File: config.mk
export PLATFORM = sky130hd
export DESIGN_NAME = mem_arbiter
export DESIGN_NICKNAME = d
export VERILOG_FILES = /design/src/rtl/mem_arbiter_pkg.sv /design/src/rtl/mem_arbiter_prio_sel.sv /design/src/rtl/mem_arbiter.sv
export SDC_FILE = /design/constraint.sdc
export NUM_CORES = 1
export LEC_CHECK = 0
export ABC_AREA = 1
export CAP_MARGIN = 20
export CORE_AREA = 2 2 303 305
export CTS_CLUSTER_DIAMETER = 80
export CTS_CLUSTER_SIZE = 28
export DETAILED_ROUTE_END_ITERATION = 7
export DIE_AREA = 0 0 305 307
export HOLD_SLACK_MARGIN = 0.05
export PLACE_DENSITY = 0.41
export REMOVE_ABC_BUFFERS = 1
export SLEW_MARGIN = 20
export SYNTH_ARGS = -nofsm -noshare
export SYNTH_HDL_FRONTEND = slang
export SYNTH_SLANG_ARGS = --single-unit
File: constraint.sdc
create_clock -name clk -period 3.8 [get_ports clk]
set_input_delay 0.38 -clock clk [delete_from_list [all_inputs] [get_ports clk]]
set_output_delay 0.38 -clock clk [all_outputs]
set_load 0.1 [all_outputs]
File: src/rtl/mem_arbiter_pkg.sv
// Shared types and constants for the main-memory arbiter.
// Latency: n/a (definitions only).
// Backpressure: n/a.
package mem_arbiter_pkg;

    localparam int REG_SIZE = 32;
    localparam int WIDTH    = 128;

    localparam logic MEM_RD = 1'b0;
    localparam logic MEM_WR = 1'b1;

    typedef enum logic [2:0] {
        ARB_IDLE  = 3'd0,
        ARB_IC_RD = 3'd1,
        ARB_DC_RD = 3'd2,
        ARB_DC_WR = 3'd3,
        ARB_DONE  = 3'd4
    } arb_state_t;

endpackage

File: src/rtl/mem_arbiter_prio_sel.sv
// Winner select among I-fetch, D-read and D-write-back requests.
// Latency: combinational.
// Backpressure: none; a grant of ARB_IDLE means no request is pending.
module mem_arbiter_prio_sel
    import mem_arbiter_pkg::*;
(
    input  logic       ic_req,
    input  logic       dc_rd_req,
    input  logic       dc_wr_req,
    input  logic       streak_full,
    output arb_state_t grant
);

    // A saturated D streak hands the port to a waiting I-fetch; otherwise
    // write-back beats refill so a dirty victim leaves before its line returns.
    always_comb begin
        grant = ARB_IDLE;
        if (ic_req && streak_full)
            grant = ARB_IC_RD;
        else if (dc_wr_req)
            grant = ARB_DC_WR;
        else if (dc_rd_req)
            grant = ARB_DC_RD;
        else if (ic_req)
            grant = ARB_IC_RD;
    end

endmodule

File: src/rtl/mem_arbiter.sv
// Single-port memory arbiter: I-cache refill, D-cache refill and write-back.
// Latency: mem_enable one cycle after req; ack one cycle after mem_ack.
// Backpressure: one transaction at a time; other requesters wait on their level req.
module mem_arbiter
    import mem_arbiter_pkg::*;
#(
    parameter int ADDR_W       = REG_SIZE,
    parameter int LINE_W       = WIDTH,
    parameter int MAX_D_STREAK = 2
) (
    input  logic              clk,
    input  logic              reset,
    input  logic              ic_read_req,
    input  logic [ADDR_W-1:0] ic_read_addr,
    output logic              ic_read_ack,
    output logic [LINE_W-1:0] ic_read_data,
    input  logic              dc_read_req,
    input  logic [ADDR_W-1:0] dc_read_addr,
    output logic              dc_read_ack,
    output logic [LINE_W-1:0] dc_read_data,
    input  logic              dc_write_req,
    input  logic [ADDR_W-1:0] dc_write_addr,
    input  logic [LINE_W-1:0] dc_write_data,
    output logic              dc_write_ack,
    output logic              mem_enable,
    output logic              mem_rw,
    input  logic              mem_ack,
    output logic [ADDR_W-1:0] mem_addr,
    input  logic [LINE_W-1:0] mem_data_in,
    output logic [LINE_W-1:0] mem_data_out
);

    localparam logic [3:0] STREAK_MAX = 4'(MAX_D_STREAK);

    arb_state_t state, state_nxt, grant;
    logic [3:0] d_streak;
    logic [3:0] d_streak_upd;
    logic       streak_full;
    logic       in_xfer;

    assign streak_full = (d_streak == STREAK_MAX);
    assign in_xfer     = (state == ARB_IC_RD) || (state == ARB_DC_RD) || (state == ARB_DC_WR);

    // Streak only grows while an I-fetch is actually being held off.
    assign d_streak_upd = !ic_read_req ? 4'd0 :
                          streak_full  ? d_streak : d_streak + 4'd1;

    mem_arbiter_prio_sel u_prio_sel (
        .ic_req      (ic_read_req),
        .dc_rd_req   (dc_read_req),
        .dc_wr_req   (dc_write_req),
        .streak_full (streak_full),
        .grant       (grant)
    );

    always_comb begin
        state_nxt = state;
        case (state)
            ARB_IDLE:                         state_nxt = grant;
            ARB_IC_RD, ARB_DC_RD, ARB_DC_WR:  if (mem_ack) state_nxt = ARB_DONE;
            ARB_DONE:                         state_nxt = ARB_IDLE;
            default:                          state_nxt = ARB_IDLE;
        endcase
    end

    always_ff @(posedge clk) begin
        if (reset)
            state <= ARB_IDLE;
        else
            state <= state_nxt;
    end

    always_ff @(posedge clk) begin
        if (reset) begin
            d_streak     <= 4'd0;
            mem_enable   <= 1'b0;
            mem_rw       <= MEM_RD;
            mem_addr     <= '0;
            mem_data_out <= '0;
            ic_read_data <= '0;
            dc_read_data <= '0;
            ic_read_ack  <= 1'b0;
            dc_read_ack  <= 1'b0;
            dc_write_ack <= 1'b0;
        end else begin
            ic_read_ack  <= 1'b0;
            dc_read_ack  <= 1'b0;
            dc_write_ack <= 1'b0;

            if (state == ARB_IDLE && grant != ARB_IDLE) begin
                mem_enable <= 1'b1;
                mem_rw     <= (grant == ARB_DC_WR) ? MEM_WR : MEM_RD;
                case (grant)
                    ARB_IC_RD: mem_addr <= ic_read_addr;
                    ARB_DC_RD: mem_addr <= dc_read_addr;
                    ARB_DC_WR: begin
                        mem_addr     <= dc_write_addr;
                        mem_data_out <= dc_write_data;
                    end
                    default: ;
                endcase
            end

            if (in_xfer && mem_ack) begin
                mem_enable <= 1'b0;
                mem_rw     <= MEM_RD;
                case (state)
                    ARB_IC_RD: begin
                        ic_read_data <= mem_data_in;
                        ic_read_ack  <= 1'b1;
                        d_streak     <= 4'd0;
                    end
                    ARB_DC_RD: begin
                        dc_read_data <= mem_data_in;
                        dc_read_ack  <= 1'b1;
                        d_streak     <= d_streak_upd;
                    end
                    ARB_DC_WR: begin
                        dc_write_ack <= 1'b1;
                        d_streak     <= d_streak_upd;
                    end
                    default: ;
                endcase
            end
        end
    end

endmodule

Yosys cells after proc, flatten, opt, wreduce, memory -nomap -nowiden
Cells that the tools add are included.
{"block": "totals", "reg_bits": 428, "latch_bits": 0, "ramBits": 0, "rom_bits": 0, "elab_cells": 54, "n_memories": 0}
{"block": "op_classes", "add_sub_neg": 1, "n_mul": 0, "div_mod_pow": 0, "order_cmp": 0, "eq_ne": 9, "shift": 0, "muxes": 14, "bitwise_logic": 1, "n_reduce_logical": 18}
{"operator": "one-hot mux 32 bit (3 select lines)", "n": 1}
{"operator": "== test 3 x 2 -> 1 bit, second input constant", "n": 4}
{"operator": "2-to-1 mux 3 bit", "n": 4}
{"operator": "2-to-1 mux 4 bit", "n": 2}
{"operator": "one-hot mux 4 bit (2 select lines)", "n": 1}
{"operator": "AND reduction 2 bit", "n": 4}
{"operator": "== test 3 x 1 -> 1 bit, second input constant", "n": 2}
{"operator": "one-hot mux 3 bit (2 select lines)", "n": 1}
{"operator": "nonzero test 3 bit", "n": 2}
{"operator": "OR reduction 2 bit", "n": 3}
{"operator": "2-to-1 mux 1 bit", "n": 5}
{"operator": "adder 4 x 1 -> 4 bit, second input constant", "n": 1}
{"operator": "== test 4 x 2 -> 1 bit, second input constant", "n": 1}
{"operator": "logical AND 1 bit", "n": 3}
{"operator": "zero test 3 bit", "n": 1}
{"operator": "inequality test 3 bit, second input constant", "n": 1}
{"operator": "AND reduction 3 bit", "n": 1}
{"operator": "OR reduction 3 bit", "n": 1}
{"operator": "logical OR 1 bit", "n": 2}
{"operator": "inequality test 2 bit, second input constant", "n": 1}
{"operator": "nonzero test 2 bit", "n": 1}
{"operator": "NOT 1 bit", "n": 1}

Longest topological paths before layout
{"block": "logic_depth", "word_depth": 7, "ltp_mapped": 11}

Cells and area by module
Synthesis repeated with hierarchy kept, for this count alone.
{"block": "unflattened", "cells_unflattened": 2058, "hier_area_um2": 15743.8}
{"module": "mem_arbiter", "n_inst": 1, "cells_per_inst": 2048, "area_per_inst_um2": 15696.3, "seq_area_each_um2": 8568.2}
{"module": "mem_arbiter_prio_sel", "n_inst": 1, "cells_per_inst": 10, "area_per_inst_um2": 47.5, "seq_area_each_um2": 0.0}

Worst setup path before layout
OpenSTA, ideal clock, no wires.
{"block": "synth_timing", "kind": "register -> register", "start": "register d_streak[0]", "end": "register mem_data_out[118]", "arrival_ns": 1.425, "t_required_ns": 3.687, "setup_slack_ns": 2.262, "stages_incl_launch_ff": 11, "n_path_buf": 2, "path_cell_list": "dfxtp_1 > inv_1 > ha_1 > nand2_1 > inv_1 > nand2_1 > nand4_1 > buf_2 > buf_2 > nor2_1 > nor2_1"}
{"block": "synth_between", "elab_chain_len": 6}
{"element": "from (decl)", "line": "mem_arbiter.sv:36", "source": "logic [3:0] d_streak;"}
{"element": "from (signal assigned)", "line": "mem_arbiter.sv:116", "source": "d_streak <= d_streak_upd;"}
{"element": "from (signal assigned)", "line": "mem_arbiter.sv:120", "source": "d_streak <= d_streak_upd;"}
{"element": "== test 4 x 2 -> 1 bit *", "line": "mem_arbiter.sv:41", "source": "assign streak_full = (d_streak == STREAK_MAX);"}
{"element": "logical AND 1 bit *", "line": "mem_arbiter_prio_sel.sv:18", "source": "if (ic_req && streak_full)"}
{"element": "2-to-1 mux 3 bit *", "line": "mem_arbiter_prio_sel.sv:18"}
{"element": "nonzero test 3 bit", "line": "mem_arbiter.sv:90", "source": "if (state == ARB_IDLE && grant != ARB_IDLE) begin"}
{"element": "logical AND 1 bit", "line": "mem_arbiter.sv:90"}
{"element": "AND reduction 2 bit (no source line) *"}
{"element": "to (signal assigned)", "line": "mem_arbiter.sv:98", "source": "mem_data_out <= dc_write_data;"}
{"element": "to (decl)", "line": "mem_arbiter.sv:30", "source": "output logic [LINE_W-1:0] mem_data_out"}
Every way passes the cells marked *; elsewhere a longest branch is shown, timed or not.
A chain may end at the register's enable or synchronous reset.

Final worst setup path
{"block": "layout_timing", "start": "register mem_addr[14]", "end": "output mem_addr[14]"}
{"element": "from (decl)", "line": "mem_arbiter.sv:28", "source": "output logic [ADDR_W-1:0] mem_addr,"}
{"element": "from (signal assigned)", "line": "mem_arbiter.sv:94", "source": "ARB_IC_RD: mem_addr <= ic_read_addr;"}
{"element": "from (signal assigned)", "line": "mem_arbiter.sv:95", "source": "ARB_DC_RD: mem_addr <= dc_read_addr;"}
{"element": "from (signal assigned)", "line": "mem_arbiter.sv:97", "source": "mem_addr <= dc_write_addr;"}
No word-level cell between the ends.

==> flow_results.xml <==
<?xml version="1.0" encoding="UTF-8"?>
<metrics>
  <group name="outcome">
    <metric name="outcome" unit="">completed</metric>
  </group>
  <group name="critical_path">
    <metric name="timing.critical_path.max_delay_family" unit="">buffers and inverters</metric>
    <metric name="crit_path_cell_trace" unit="">clkdlybuf4s50_1</metric>
    <metric name="critPathRequiredTime" unit="ns">3.42</metric>
    <metric name="worst-setup-path-type" unit="">flop to output port</metric>
    <metric name="timing.critical_path.to_type" unit="">output port</metric>
    <metric name="slowest_stage" unit="">sky130_fd_sc_hd__clkdlybuf4s50_1</metric>
    <metric name="crit_path_largest_cell_delay" unit="ns">1.21</metric>
    <metric name="setup.worst_path.start_class" unit="">flop</metric>
    <metric name="critPathArrivalTime" unit="ns">2.24</metric>
    <metric name="worstPathBufferInverterCount" unit="">1</metric>
    <metric name="crit_path_max_fanout" unit="">2</metric>
  </group>
  <group name="global_route">
    <metric name="globalRoute.totalOverflow" unit="">0</metric>
    <metric name="gr-usage-met3" unit="%">6.59</metric>
    <metric name="globalRouteTotalUtil" unit="%">15.9</metric>
    <metric name="busiest_layer_in_global_routing" unit="">met2</metric>
    <metric name="grt_first_pass_wirelength" unit="microns">113000</metric>
    <metric name="grt_util_met2" unit="%">27.3</metric>
    <metric name="grt_antenna_before_repair" unit="">18</metric>
    <metric name="via_count_of_the_first_global_routing_pass" unit="">17000</metric>
    <metric name="met1_usage" unit="%">17.8</metric>
    <metric name="grt_max_degree" unit="">130</metric>
  </group>
  <group name="sta">
    <metric name="setup_viol" unit="">0</metric>
    <metric name="maximum_clock_skew_at_final_layout" unit="ns">0.0479</metric>
    <metric name="max_freq" unit="MHz">382</metric>
    <metric name="pin_slew_with_the_least_headroom_to_its_limit" unit="ns">1.19</metric>
    <metric name="slew_headroom" unit="%">20.7</metric>
    <metric name="period_needed" unit="ns">2.62</metric>
    <metric name="final.hold.worst_slack" unit="ns">0.174</metric>
    <metric name="worst_setup_margin" unit="ns">1.18</metric>
    <metric name="min_period_over_period" unit="%">69.0</metric>
    <metric name="fin_setup_tns" unit="ns">0</metric>
    <metric name="rsz0062_at_grt" unit="">false</metric>
    <metric name="finalMaxSlewViolations" unit="">0</metric>
    <metric name="finalHoldViolCount" unit="">0</metric>
  </group>
  <group name="final_layout">
    <metric name="finish.utilization" unit="%">29.6</metric>
    <metric name="layout.cells.non_filler" unit="">4233</metric>
    <metric name="multi_input_area" unit="sq mm">0.00679</metric>
    <metric name="regArea" unit="sq mm">0.00857</metric>
    <metric name="fraction_of_final_layout_cells_sized_beyond_drive_strength_1" unit="%">3.65</metric>
    <metric name="design_area" unit="sq mm">0.0268</metric>
    <metric name="final_nets" unit="">3377</metric>
    <metric name="layout.filler_cells" unit="">9879</metric>
    <metric name="area.growth.synth_to_final" unit="%">61.0</metric>
  </group>
  <group name="die">
    <metric name="die-height" unit="microns">307</metric>
    <metric name="die_footprint" unit="sq mm">0.0936</metric>
    <metric name="std_cell_rows" unit="">111</metric>
    <metric name="coreArea" unit="sq mm">0.0907</metric>
    <metric name="design.portCount" unit="">779</metric>
    <metric name="initial_core_utilization" unit="%">18.4</metric>
    <metric name="floorplan.die.width" unit="microns">305</metric>
  </group>
  <group name="synth">
    <metric name="synth-edff-count" unit="">0</metric>
    <metric name="syn_area" unit="sq mm">0.0167</metric>
    <metric name="synthesis.area_per_instance" unit="sq um">7.09</metric>
    <metric name="ys_top_cells_by_area" unit="">sky130_fd_sc_hd__dfxtp_1, sky130_fd_sc_hd__nor2_1, sky130_fd_sc_hd__nand2_1</metric>
    <metric name="yosysSeqAreaShare" unit="%">51.5</metric>
    <metric name="synthFlopType" unit="">sky130_fd_sc_hd__dfxtp_1</metric>
    <metric name="netlist-cell-type-count" unit="">18</metric>
    <metric name="yosys_warnings" unit="">0</metric>
    <metric name="synth_largest_area_cell" unit="">sky130_fd_sc_hd__dfxtp_1</metric>
    <metric name="synth_seq_cells" unit="">428</metric>
    <metric name="asyncSetResetFlopFracSynth" unit="%">0</metric>
    <metric name="ys_top_cells_by_count" unit="">sky130_fd_sc_hd__nor2_1, sky130_fd_sc_hd__nand2_1, sky130_fd_sc_hd__dfxtp_1</metric>
    <metric name="synthMostInstantiatedCell" unit="">sky130_fd_sc_hd__nor2_1</metric>
    <metric name="synthesized_instance_count" unit="">2348</metric>
    <metric name="yosysTopAreaCellShare" unit="%">51.5</metric>
  </group>
  <group name="job">
    <metric name="max_cap_viol_count" unit="">0</metric>
  </group>
  <group name="pwr">
    <metric name="power_density_over_cell_area" unit="mW/mm^2">593</metric>
    <metric name="leak_pwr" unit="nW">10.5</metric>
    <metric name="clockPowerShare" unit="%">26.6</metric>
    <metric name="p_seq_share" unit="%">32.8</metric>
    <metric name="switching_share" unit="%">45.8</metric>
    <metric name="power.share.combinational" unit="%">40.6</metric>
    <metric name="p_sw" unit="mW">7.27</metric>
    <metric name="vdd.ir_drop.worst" unit="V">0.000255</metric>
    <metric name="finalPower" unit="mW">15.9</metric>
    <metric name="internal_power" unit="mW">8.63</metric>
  </group>
  <group name="route">
    <metric name="dr.pass1.iters" unit="">7</metric>
    <metric name="wl_per_cell" unit="microns">18.2</metric>
    <metric name="avgViaCountPerCell" unit="">4.04</metric>
    <metric name="routed-via-count" unit="">17100</metric>
    <metric name="drt-total-wl" unit="microns">77000</metric>
    <metric name="drc" unit="">0</metric>
    <metric name="initialDrtViolationCount" unit="">816</metric>
    <metric name="drtAntennaViolNets" unit="">0</metric>
  </group>
  <group name="placed_design">
    <metric name="worst_slack_after_detailed_placement" unit="ns">1.29</metric>
    <metric name="buffer_ports.inserted" unit="">778</metric>
    <metric name="place_congestion" unit="">0.779</metric>
    <metric name="place_hpwl" unit="microns">54900</metric>
    <metric name="dp.cells" unit="">4166</metric>
    <metric name="placed_area" unit="sq mm">0.0255</metric>
  </group>
  <group name="cts">
    <metric name="cts.root.buffer_cell" unit="">sky130_fd_sc_hd__clkbuf_16</metric>
    <metric name="cts_htree_levels" unit="">2</metric>
    <metric name="clock_sink_count" unit="">428</metric>
    <metric name="hold_buf_cts" unit="">0</metric>
    <metric name="cts-root-to-sink-buffers" unit="">3</metric>
    <metric name="tritoncts" unit="">built</metric>
    <metric name="post-cts-setup-buffers" unit="">0</metric>
    <metric name="cts.repair.resized" unit="">0</metric>
    <metric name="clk-insertion-delay-late" unit="ns">0.59</metric>
    <metric name="numCtsBuffers" unit="">35</metric>
    <metric name="clkTransAtPathRegs" unit="ns">0.11</metric>
  </group>
  <group name="min_path">
    <metric name="worst_hold_path_type" unit="">primary input to flop</metric>
  </group>
</metrics>
[logic make-up after synthesis]
logic type,synth area share (%)
AOI/OAI and AO/OA,8.94
adders and majority gates,0.150
DFF,51.5
and+or+nand+nor,31.4
buffers and inverters,8.02
[state kept, by name, indices dropped and copies added, names as in the netlist]
register	cells
mem_addr	32
mem_rw	1
dc_read_data	128
mem_enable	1
state	3
d_streak	4
ic_read_ack	1
ic_read_data	128
dc_read_ack	1
mem_data_out	128
dc_write_ack	1
[cell type report]
type / count / share of cell area [%]
timing repair buffer: 808 / 30.3
sequential: 428 / 32.0
clock buffer: 38 / 3.43
clock inverter: 26 / 1.39
multi-input combinational: 1599 / 25.3
tap: 1186 / 5.53
inverter: 145 / 2.07
antenna: 3 / 0.0280
[power groups by stage]
stage          combinational (mW)  clock, mW  sequential, mW
6_report                     6.45       4.24            5.21
2_1_floorplan                1.40          0            8.66
4_1_cts                      6.53       4.44            5.22
3_3_place_gp                 6.54          0            5.31
5_1_grt                      6.81       4.58            5.28
3_5_place_dp                 6.52          0            5.32
[per-layer routing]
metal	part of all wire, %	routed length [microns]	vias to the layer above
li1	-	-	8719
met2	48	36900	588
met4	2.8	2130	26
met5	0.22	166	-
met3	9.5	7330	117
met1	40	30500	7644
[layout by cell type, fill, tap and decap left out, drive strengths merged, types with 3 or more instances in the layout]
master         instances
nand4                 66
dfxtp                428
diode                  3
buf                   37
nor3                   3
bufinv                 3
clkbuf                39
clkinv                 7
clkinvlp               3
o21ai                163
nor2                 590
nand2                505
inv                  158
clkdlybuf4s50        770
nand3                135
a21oi                133
[path summary, 6_finish.rpt]
kind / from / endpoint / slack, ns / depth (start not counted)
setup / recovery: mem_addr[14]$_SDFFE_PP0P_ / mem_addr[14] / 1.18 / 1
hold / removal: reset / dc_read_data[77]$_SDFFE_PP0P_ / 0.17 / 2
setup reg to reg: d_streak[0]$_SDFFE_PP0P_ / mem_addr[9]$_SDFFE_PP0P_ / 1.53 / 12
hold reg to reg: dc_read_data[43]$_SDFFE_PP0P_ / dc_read_data[43]$_SDFFE_PP0P_ / 0.46 / 2
No activity file was read; power rests on OpenSTA's default activity.
